`src/rtl/spi_flash_slave_if.sv`:
```
// SPI pins and backing-store fetch bus of the SPI flash read slave.
// The slave modport is the flash side; the master modport is the SPI host plus memory.
interface spi_flash_slave_if #(
    parameter int ADR_W = 24
);
    logic             spi_cs;
    logic             spi_sck;
    logic             spi_mosi;
    logic             spi_miso;
    logic             mem_cyc;
    logic [ADR_W-1:0] mem_adr;
    logic             mem_ack;
    logic [31:0]      mem_rdt;

    modport slave (
        input  spi_cs, spi_sck, spi_mosi, mem_ack, mem_rdt,
        output spi_miso, mem_cyc, mem_adr
    );

    modport master (
        output spi_cs, spi_sck, spi_mosi, mem_ack, mem_rdt,
        input  spi_miso, mem_cyc, mem_adr
    );
endinterface

```
`src/rtl/spi_flash_slave.sv`:
```
// SPI mode-0 flash read slave (0x03 read, 0x66/0x99 reset) oversampled on wb_clk; data lags sck by SYNC_STAGES+2 cycles.
// No backpressure: a byte whose word is not buffered when due goes out as 0xFF and sets the sticky underrun flag.
module spi_flash_slave #(
    parameter int SYNC_STAGES = 2,
    parameter int ADR_W       = 24
) (
    input  logic                 wb_clk,
    input  logic                 wb_rst_n,
    spi_flash_slave_if.slave     bus,
    output logic                 flash_rst,
    output logic                 underrun
);
    localparam int CNT_W = $clog2(ADR_W) + 1;
    localparam logic [CNT_W-1:0] CNT_ONE   = CNT_W'(1);
    localparam logic [CNT_W-1:0] CNT_BYTE  = CNT_W'(7);
    localparam logic [CNT_W-1:0] CNT_ADDR  = CNT_W'(ADR_W - 1);
    localparam logic [ADR_W-1:0] ADR_ONE   = ADR_W'(1);
    localparam logic [ADR_W-3:0] WORD_ONE  = (ADR_W-2)'(1);

    typedef enum logic [2:0] {IDLE, CMD, ADDR, DATA, IGNORE} state_t;

    logic [SYNC_STAGES-1:0] cs_sync_q, sck_sync_q, mosi_sync_q, fill_q;
    logic                   sck_prev_q;
    logic                   cs_s, sck_s, mosi_s, fill_done, sck_rise, sck_fall;

    state_t           state_q, state_d;
    logic [CNT_W-1:0] cnt_q, cnt_d;
    logic [7:0]       cmd_q, cmd_d;
    logic [ADR_W-1:0] addr_q, addr_d;
    logic             armed_q, armed_d;
    logic             op_done_q, op_done_d;
    logic             op_66_q, op_66_d;
    logic             rst_en_q, rst_en_d;
    logic             flash_rst_q, flash_rst_d;
    logic             underrun_q, underrun_d;
    logic             mem_cyc_q, mem_cyc_d;
    logic [ADR_W-1:0] mem_adr_q, mem_adr_d;
    logic [31:0]      buf0_q, buf0_d, buf1_q, buf1_d;
    logic [1:0]       bvld_q, bvld_d;
    logic             cur_q, cur_d;
    logic             fill_sel_q, fill_sel_d;
    logic [7:0]       sh_q, sh_d;
    logic             need_load_q, need_load_d;
    logic             miso_q, miso_d;

    logic [7:0]       opcode;
    logic [ADR_W-1:0] addr_shift;
    logic [31:0]      cur_word;
    logic [7:0]       ld_byte;

    assign cs_s      = cs_sync_q[SYNC_STAGES-1];
    assign sck_s     = sck_sync_q[SYNC_STAGES-1];
    assign mosi_s    = mosi_sync_q[SYNC_STAGES-1];
    assign fill_done = fill_q[SYNC_STAGES-1];
    assign sck_rise  = sck_s & ~sck_prev_q & ~cs_s;
    assign sck_fall  = ~sck_s & sck_prev_q & ~cs_s;

    assign opcode     = {cmd_q[6:0], mosi_s};
    assign addr_shift = {addr_q[ADR_W-2:0], mosi_s};
    assign cur_word   = cur_q ? buf1_q : buf0_q;
    assign ld_byte    = bvld_q[cur_q] ? cur_word[{addr_q[1:0], 3'b000} +: 8] : 8'hFF;

    always_comb begin
        state_d     = state_q;
        cnt_d       = cnt_q;
        cmd_d       = cmd_q;
        addr_d      = addr_q;
        armed_d     = armed_q | (fill_done & cs_s);
        op_done_d   = op_done_q;
        op_66_d     = op_66_q;
        rst_en_d    = rst_en_q;
        flash_rst_d = 1'b0;
        underrun_d  = underrun_q;
        mem_cyc_d   = mem_cyc_q;
        mem_adr_d   = mem_adr_q;
        buf0_d      = buf0_q;
        buf1_d      = buf1_q;
        bvld_d      = bvld_q;
        cur_d       = cur_q;
        fill_sel_d  = fill_sel_q;
        sh_d        = sh_q;
        need_load_d = need_load_q;
        miso_d      = miso_q;

        if (mem_cyc_q && bus.mem_ack) begin
            mem_cyc_d = 1'b0;
            if (fill_sel_q) buf1_d = bus.mem_rdt;
            else            buf0_d = bus.mem_rdt;
            bvld_d[fill_sel_q] = 1'b1;
        end

        case (state_q)
            IDLE: begin
                // armed_q blocks a frame already in progress when reset was released
                if (armed_q && !cs_s) begin
                    state_d   = CMD;
                    cnt_d     = '0;
                    op_done_d = 1'b0;
                    op_66_d   = 1'b0;
                end
            end
            CMD: begin
                if (sck_rise) begin
                    cmd_d = opcode;
                    cnt_d = cnt_q + CNT_ONE;
                    if (cnt_q == CNT_BYTE) begin
                        op_done_d = 1'b1;
                        cnt_d     = '0;
                        state_d   = IGNORE;
                        case (opcode)
                            8'h03: state_d = ADDR;
                            8'h66: begin
                                rst_en_d = 1'b1;
                                op_66_d  = 1'b1;
                            end
                            8'h99: begin
                                if (rst_en_q) begin
                                    flash_rst_d = 1'b1;
                                    rst_en_d    = 1'b0;
                                end
                            end
                            default: ;
                        endcase
                    end
                end
            end
            ADDR: begin
                if (sck_rise) begin
                    addr_d = addr_shift;
                    cnt_d  = cnt_q + CNT_ONE;
                    if (cnt_q == CNT_ADDR) begin
                        mem_cyc_d   = 1'b1;
                        mem_adr_d   = {addr_shift[ADR_W-1:2], 2'b00};
                        fill_sel_d  = 1'b0;
                        cur_d       = 1'b0;
                        bvld_d      = 2'b00;
                        cnt_d       = '0;
                        need_load_d = 1'b1;
                        state_d     = DATA;
                    end
                end
            end
            DATA: begin
                if (sck_fall) begin
                    if (need_load_q) begin
                        need_load_d = 1'b0;
                        sh_d        = ld_byte;
                        miso_d      = ld_byte[7];
                        if (!bvld_q[cur_q]) underrun_d = 1'b1;
                        // last byte of the word is starting: fetch the next word into the other buffer
                        if (addr_q[1:0] == 2'b11 && !mem_cyc_q) begin
                            mem_cyc_d      = 1'b1;
                            mem_adr_d      = {addr_q[ADR_W-1:2] + WORD_ONE, 2'b00};
                            fill_sel_d     = ~cur_q;
                            bvld_d[~cur_q] = 1'b0;
                        end
                    end else begin
                        sh_d   = {sh_q[6:0], 1'b1};
                        miso_d = sh_q[6];
                    end
                end
                if (sck_rise) begin
                    cnt_d = cnt_q + CNT_ONE;
                    if (cnt_q == CNT_BYTE) begin
                        cnt_d       = '0;
                        need_load_d = 1'b1;
                        addr_d      = addr_q + ADR_ONE;
                        if (addr_q[1:0] == 2'b11) begin
                            cur_d         = ~cur_q;
                            bvld_d[cur_q] = 1'b0;
                        end
                    end
                end
            end
            IGNORE: ;
            default: state_d = IDLE;
        endcase

        // A partial command byte leaves op_done clear, so rst_en survives it
        if (state_q != IDLE && cs_s) begin
            state_d = IDLE;
            if (op_done_q && !op_66_q) rst_en_d = 1'b0;
        end

        if (state_d != DATA) miso_d = 1'b1;
    end

    always_ff @(posedge wb_clk or negedge wb_rst_n) begin
        if (!wb_rst_n) begin
            cs_sync_q   <= '1;
            sck_sync_q  <= '0;
            mosi_sync_q <= '0;
            fill_q      <= '0;
            sck_prev_q  <= 1'b0;
            state_q     <= IDLE;
            cnt_q       <= '0;
            cmd_q       <= '0;
            addr_q      <= '0;
            armed_q     <= 1'b0;
            op_done_q   <= 1'b0;
            op_66_q     <= 1'b0;
            rst_en_q    <= 1'b0;
            flash_rst_q <= 1'b0;
            underrun_q  <= 1'b0;
            mem_cyc_q   <= 1'b0;
            mem_adr_q   <= '0;
            buf0_q      <= '0;
            buf1_q      <= '0;
            bvld_q      <= 2'b00;
            cur_q       <= 1'b0;
            fill_sel_q  <= 1'b0;
            sh_q        <= 8'hFF;
            need_load_q <= 1'b0;
            miso_q      <= 1'b1;
        end else begin
            cs_sync_q[0]   <= bus.spi_cs;
            sck_sync_q[0]  <= bus.spi_sck;
            mosi_sync_q[0] <= bus.spi_mosi;
            fill_q[0]      <= 1'b1;
            for (int i = 1; i < SYNC_STAGES; i++) begin
                cs_sync_q[i]   <= cs_sync_q[i-1];
                sck_sync_q[i]  <= sck_sync_q[i-1];
                mosi_sync_q[i] <= mosi_sync_q[i-1];
                fill_q[i]      <= fill_q[i-1];
            end
            sck_prev_q  <= sck_s;
            state_q     <= state_d;
            cnt_q       <= cnt_d;
            cmd_q       <= cmd_d;
            addr_q      <= addr_d;
            armed_q     <= armed_d;
            op_done_q   <= op_done_d;
            op_66_q     <= op_66_d;
            rst_en_q    <= rst_en_d;
            flash_rst_q <= flash_rst_d;
            underrun_q  <= underrun_d;
            mem_cyc_q   <= mem_cyc_d;
            mem_adr_q   <= mem_adr_d;
            buf0_q      <= buf0_d;
            buf1_q      <= buf1_d;
            bvld_q      <= bvld_d;
            cur_q       <= cur_d;
            fill_sel_q  <= fill_sel_d;
            sh_q        <= sh_d;
            need_load_q <= need_load_d;
            miso_q      <= miso_d;
        end
    end

    assign bus.spi_miso = miso_q;
    assign bus.mem_cyc  = mem_cyc_q;
    assign bus.mem_adr  = mem_adr_q;
    assign flash_rst    = flash_rst_q;
    assign underrun     = underrun_q;

endmodule

```
`src/flat_wrapper.sv`:
```
// flat-port wrapper written by rule: the top's interface ports become plain ports
module spi_flash_slave_flat 
#(
    parameter int SYNC_STAGES = 2,
    parameter int ADR_W       = 24
)
  (wb_clk, wb_rst_n, flash_rst, underrun, bus_spi_cs, bus_spi_sck, bus_spi_mosi, bus_mem_ack, bus_mem_rdt, bus_spi_miso, bus_mem_cyc, bus_mem_adr);
  spi_flash_slave_if #(.ADR_W(ADR_W)) bus_i ();
  input  logic wb_clk;
  input  logic wb_rst_n;
  output logic flash_rst;
  output logic underrun;
  input wire logic [$bits(bus_i.spi_cs)-1:0] bus_spi_cs;
  input wire logic [$bits(bus_i.spi_sck)-1:0] bus_spi_sck;
  input wire logic [$bits(bus_i.spi_mosi)-1:0] bus_spi_mosi;
  input wire logic [$bits(bus_i.mem_ack)-1:0] bus_mem_ack;
  input wire logic [$bits(bus_i.mem_rdt)-1:0] bus_mem_rdt;
  output wire logic [$bits(bus_i.spi_miso)-1:0] bus_spi_miso;
  output wire logic [$bits(bus_i.mem_cyc)-1:0] bus_mem_cyc;
  output wire logic [$bits(bus_i.mem_adr)-1:0] bus_mem_adr;
  assign bus_i.spi_cs = bus_spi_cs;
  assign bus_i.spi_sck = bus_spi_sck;
  assign bus_i.spi_mosi = bus_spi_mosi;
  assign bus_i.mem_ack = bus_mem_ack;
  assign bus_i.mem_rdt = bus_mem_rdt;
  assign bus_spi_miso = bus_i.spi_miso;
  assign bus_mem_cyc = bus_i.mem_cyc;
  assign bus_mem_adr = bus_i.mem_adr;
  spi_flash_slave #(.SYNC_STAGES(SYNC_STAGES), .ADR_W(ADR_W)) u_core (.wb_clk(wb_clk), .wb_rst_n(wb_rst_n), .bus(bus_i), .flash_rst(flash_rst), .underrun(underrun));
endmodule
```
`config.mk`:
```
export PLATFORM = sky130hd
export DESIGN_NAME = spi_flash_slave_flat
export DESIGN_NICKNAME = d
export VERILOG_FILES = /design/src/rtl/spi_flash_slave_if.sv /design/src/rtl/spi_flash_slave.sv /design/src/flat_wrapper.sv
export SDC_FILE = /design/constraint.sdc
export NUM_CORES = 1
export LEC_CHECK = 0
export CAP_MARGIN = 0
export CORE_MARGIN = 1.5
export CORE_UTILIZATION = 40
export CTS_CLUSTER_DIAMETER = 50
export DETAILED_ROUTE_END_ITERATION = 16
export PLACE_DENSITY_LB_ADDON = 0.1
export SLEW_MARGIN = 10
export SYNTH_ARGS = -nofsm -noshare
export SYNTH_HDL_FRONTEND = slang
export SYNTH_SLANG_ARGS = --single-unit
export TNS_END_PERCENT = 30
```
`constraint.sdc`:
```
create_clock -name wb_clk -period 1.8 [get_ports wb_clk]
set_clock_uncertainty 0.05 [all_clocks]
set_input_delay 0.45 -clock wb_clk [delete_from_list [all_inputs] [get_ports wb_clk]]
set_output_delay 0.45 -clock wb_clk [all_outputs]
set_load 0.01 [all_outputs]
```
==> results.cfg, run 1 <==
[timing]
finalHoldViolations = 0
setup_slack_ps = -79.9
timing.final.crit_share_pct = 104
setup_viol = 19
fin_crit_ps = 1880
rsz0062_at_grt = true
finalMaxSlewViolations = 0
fmax_ghz = 0.532

[synth]
ys_types = 78
ys_dominant_reg_cell = dfrtp_1
ys_seq_area_share_pct = 49.2
synth-edff-count = 0
ys_seq_elements = 155
synth.top_cell.area_share_pct = 45.9
synthTopCellsByArea = dfrtp_1, mux2_2, mux4_2
synth_top_area_cell = dfrtp_1
synthesis.instances = 727
synth_area_um2 = 7910
synth_area_per_cell_um2 = 10.9
async_flop_share_pct = 100
yosys_warnings = 0

[power]
powerDensity_nw_per_um2 = 792
p_int_uw = 6370
pwr-share-seq_pct = 44.6
irDropWorstVdd_mv = 0.636
power_frac_comb_pct = 14.7
power.total_uw = 8670
power.switching_uw = 2300
swShare_pct = 26.5
pwr-share-clk_pct = 40.7
p_leak_uw = 0.00484

[cells_and_area]
synthToLayoutAreaGrowth_pct = 38.4
fin_area_um2 = 11000
drive_gt1_share_pct = 41.0
final_cell_mix = dfrtp_1, buf_4, mux2_2
mostFrequentLayoutCell = dfrtp_1
antenna_cells = 0
fin_cells = 1191
nNetsFinal = 954

[critical_path]
r2r_cells = 8
cp-start-kind = flip-flop
r2r_setup_slack_ps = -80
crit_required_ps = 2090
path_class = reg -> reg
timing.rr.end = u_core.bus.mem_adr[18]
end_kind = flip-flop
r2r-start = u_core.addr_q[12]
worst-path-max-fanout = 6
arrival_ps = 2170

[floorplan]
die-area_um2 = 20600
io_pins = 66
floorplan.rows = 51
die_h_um = 144
start_util_pct = 40.7
die_width_um = 144
core-area_um2 = 19500

[placement]
post-dp-hpwl_um = 14700
gp_congestion = 0.875
dp_cells = 1131
dpl_cell_area_um2 = 9730
io_buffers = 63

[cts]
clock_latency_ps = 420
clockBufferDepth = 2
clock-root-buffer = clkbuf_16
cts_tree = built
cts.sinks = 155
numCtsBuffers = 17
htreeDepth = 4
clkTransAtPathRegs_ps = 70

[global_routing]
grt_first_pass_wirelength_um = 34000
grt_pass1_vias = 6501
overflow = 0
antenna_found_initial = 0
grt_max_degree = 59
grt_usage_pct = 21.5

[worst_hold_path]
hp-start = u_core.mosi_sync_q[0]
hold_depth = 0
hp-class = reg -> reg
holdPathEnd = u_core.mosi_sync_q[1]

[run_status]
outcome = complete, but fails checks
failed_checks = negative setup slack

[detailed_routing]
drt_iter0_drc = 414
ant_nets = 0
via_count = 6448
wl_um = 21000
vias_per_cell = 5.41
dr.pass1.iters = 6
drc_errors = 0
wl_per_cell_um = 17.6

[job]
max_cap_viol_count = 0
[power groups by stage]
stage | clock, uW | combinational, uW | sequential (uW)
after global routing | 3780 | 1400 | 3900
after CTS | 3630 | 1220 | 3850
after global placement | 0 | 1120 | 3910
after detailed placement | 0 | 1160 | 3920
after floorplan | 0 | 668 | 3850
final | 3530 | 1280 | 3870
[stage by stage]
step	TNS (ps)	hold slack (ps)	setup WS [ps]	util, %
floorplan	-41.2	104	-26.0	-
global placement	-4520	266	-118	50.0
detailed placement	-6580	271	-159	50.0
CTS	-634	302	-89.0	54.0
global route	-2680	318	-133	56.3
finish	-693	299	-79.9	56.3
[worst max-delay path: stages, from the launching register on]
cell and delay (ps):
dfrtp_1 420, buf_6 140, nand4_1 180, nor4_2 300
buf_4 220, buf_6 120, nand3_2 70, xor2_1 150
o211ai_1 150
[worst max path at each step]
stage	start	to	slack, ps	cells past startpoint
6_report	u_core.addr_q[12]	u_core.bus.mem_adr[18]	-80	8
4_1_cts	u_core.cnt_q[0]	u_core.bus.mem_adr[17]	-90	8
2_1_floorplan	u_core.state_q[0]	u_core.cnt_q[4]	-30	5
5_1_grt	u_core.cnt_q[1]	u_core.bus.mem_adr[17]	-130	8
3_3_place_gp	u_core.addr_q[4]	u_core.bus.mem_adr[21]	-120	5
3_5_place_dp	u_core.cnt_q[1]	u_core.bus.mem_adr[19]	-160	7
[routing by layer]
| layer | track usage [%] | wire length [um] | vias to the layer above |
|---|---|---|---|
| li1 | - | - | 3070 |
| met2 | 36.9 | 10700 | 156 |
| met4 | 7.14 | 361 | 0 |
| met3 | 2.67 | 752 | 21 |
| met1 | 28.0 | 9230 | 3201 |
| met5 | 0 | 0 | - |
[synthesized netlist by cell type, types with 7 or more instances]
| cell | number |
|---|---|
| dfstp_2 | 10 |
| mux4_2 | 15 |
| o22ai_1 | 10 |
| dfrtp_1 | 145 |
| buf_4 | 10 |
| nand4_1 | 19 |
| a211oi_1 | 7 |
| nand3_1 | 25 |
| buf_2 | 16 |
| inv_1 | 16 |
| nand2_1 | 68 |
| mux2_2 | 80 |
| a21o_1 | 7 |
| and3_1 | 7 |
| a31oi_1 | 10 |
| o21ai_0 | 33 |
| nor3_1 | 14 |
| nor2_1 | 37 |
| clkbuf_1 | 22 |
| a21oi_1 | 44 |
[registers in the layout (all words and copies together) (netlist names), 2 cells and up]
name                count
u_core.addr_q          24
u_core.buf0_q          32
u_core.buf1_q          32
u_core.bus.mem_adr     22
u_core.bvld_q           2
u_core.cmd_q            7
u_core.cnt_q            6
u_core.cs_sync_q        2
u_core.fill_q           2
u_core.mosi_sync_q      2
u_core.sck_sync_q       2
u_core.sh_q             7
u_core.state_q          3
[cell type report]
cell class / count / area, um^2
Timing Repair Buffer: 222 / 2010
Clock buffer: 19 / 443
Sequential cell: 155 / 3900
Clock inverter: 13 / 131
Inverter: 16 / 60.1
Tap cell: 265 / 332
Multi-Input combinational cell: 501 / 4080
Fill cell: 1706 / 8510
[cells by family after synthesis]
kind of cell	share of synthesized area [%]
xor+xnor	1.11
compound gates	13.3
flops	49.2
mux	16.4
other cells	0.0949
fa+ha+maj	0.474
simple gates	14.9
buf+inv	4.52
[repair_timing]
| item | 4_1_cts | 5_1_grt |
|---|---|---|
| pin swaps | 14 | 22 |
| setup buffers | 9 | 17 |
| hold buffers | 1 | 0 |
| setup endpoints to repair | 78 | 64 |
| cloned | 1 | 0 |
| resized for setup | 61 | 77 |
| endpoints found under the hold margin | 18 | 0 |
No activity file was read; power rests on OpenSTA's default activity.
==> run 2: changes to the inputs <==
PLACE_DENSITY_LB_ADDON = unset   (was 0.1)
RECOVER_POWER = 25   (was unset)
SLEW_MARGIN = 15   (was 10)
==> results.cfg, run 2 (synthesized netlist as in run 1, its figures left out) <==
[run_status]
outcome = complete, but fails checks
failed_checks = negative setup slack

[power]
power.total_uw = 8470
powerDensity_nw_per_um2 = 780
irDropWorstVdd_mv = 0.607
p_leak_uw = 0.00481

[placement]
post-dp-hpwl_um = 14900
dpl_cell_area_um2 = 9710
io_buffers = 63
gp_congestion = 0.907

[critical_path]
worst-path-max-fanout = 5
crit_start = u_core.cnt_q[0]
cp-start-kind = flip-flop
end_kind = flip-flop
path_class = reg -> reg
crit_buf_inv = 2
arrival_ps = 2150
crit_chain = ha_4 -> and4bb_2 -> nand4_1 -> buf_6 -> buf_6 -> nand2_8 -> mux2_4
r2r-start = u_core.cnt_q[0]
crit_slowest_cell = dfrtp_1
critPathMostFrequentCell = buf_6
crit_required_ps = 2060
max_stage_delay_ps = 410
path_delay_family = simple AND/OR/NAND/NOR gates
r2r_setup_slack_ps = -90

[detailed_routing]
via_count = 6607
ant_nets = 0
wl_per_cell_um = 18.3
routed.top_layer = met4
drt_iter0_drc = 413
routed-wl-met3_um = 999
drc_errors = 0
dr.pass1.iters = 6
wl_um = 21600
vias_per_cell = 5.60
met1_length_um = 9310
routed-wl-met2_um = 10900

[cts]
cts_tree = built
clkTransAtPathRegs_ps = 70
clockBufferDepth = 2
clock-root-buffer = clkbuf_16
numCtsBuffers = 17
clock_latency_ps = 430
htreeDepth = 4
cts.sinks = 155

[floorplan]
die_h_um = 144
io_pins = 66
floorplan.rows = 51
die-area_um2 = 20600
core-area_um2 = 19500
start_util_pct = 40.7
die_width_um = 144

[timing]
finalHoldViolations = 0
setup_viol = 35
setup_slack_ps = -88.0
fin_crit_ps = 1890
rsz0062_at_grt = true
tightest_slew_ps = 1230
fmax_ghz = 0.530
finalMaxSlewViolations = 0
timing.final.crit_share_pct = 105
relSlewSlack_pct = 18.1

[cells_and_area]
synthToLayoutAreaGrowth_pct = 37.3
fin_area_um2 = 10900
drive_gt1_share_pct = 39.5
mostFrequentLayoutCell = dfrtp_1
largestRegisters = u_core.buf0_q x32, u_core.buf1_q x32, u_core.addr_q x24
final_cell_mix = dfrtp_1, buf_4, mux2_2
multi_input_area_um2 = 4070
nFillCells = 1653
seqCellArea_um2 = 3890
antenna_cells = 0
nNetsFinal = 942

[global_routing]
antenna_found_initial = 0
grt_pass1_vias = 6570
grt_first_pass_wirelength_um = 34000
overflow = 0
grt_usage_pct = 21.3
grt_max_degree = 45

[worst_hold_path]
hp-start = u_core.mosi_sync_q[0]
hp-class = reg -> reg

[job]
max_cap_viol_count = 0
==> run 2: cell count changes in the layout (fill, tap and decap cells not counted), moves of 4 or more <==
cell / change
buf_4: -15
dfrtp_1: +6
dfrtp_2: -6
o21ai_1: +4
==> run 2: path summary, 6_finish.rpt <==
kind,cells after the start,endpoint
worst max register to register,7,u_core.bus.mem_adr[10]
max in group asynchronous,3,u_core.cs_sync_q[1]
worst min-delay path,0,u_core.mosi_sync_q[1]
worst min register to register,0,u_core.mosi_sync_q[1]
min in group asynchronous,2,u_core.bus.mem_adr[16]
worst max-delay path,7,u_core.bus.mem_adr[10]
==> run 2: per-layer routing <==
metal / vias to the layer above / GRT usage [%]
met5: - / 0
met1: 3345 / 27.3
li1: 3039 / -
met3: 35 / 3.83
met2: 188 / 35.9
met4: 0 / 8.27
==> run 2: layout make-up <==
type	instances	area share, %
Inverter	16	0.553
Clock inverter	14	1.03
Clock buffer	18	4.04
Sequential cell	155	35.8
Multi-Input combinational cell	502	37.5
Timing Repair Buffer	209	18.0
Tap cell	265	3.05
==> run 2: repair_timing <==
item,CTS,global route
cloned,0,3
hold buffers,1,0
gates resized for setup,40,98
setup buffers,4,13
setup endpoints to repair,63,65
hold endpoints to repair,38,0
pin swaps,5,35
==> run 2: power breakdown <==
group,internal (uW),switching (uW)
clock,1830,1550
sequential,3690,168
combinational,658,578
==> run 2: metrics by stage <==
step	setup slack [ps]	hold slack, ps	std cells	TNS (ps)	util [%]
after floorplan	-26.0	104	728	-41.2	-
after global placement	-136	286	1126	-1710	49.9
after detailed placement	-207	293	1126	-3640	49.9
after CTS	-56.5	316	1163	-312	53.1
after global routing	-138	321	1179	-10480	55.8
final	-88.0	313	1179	-1270	55.8
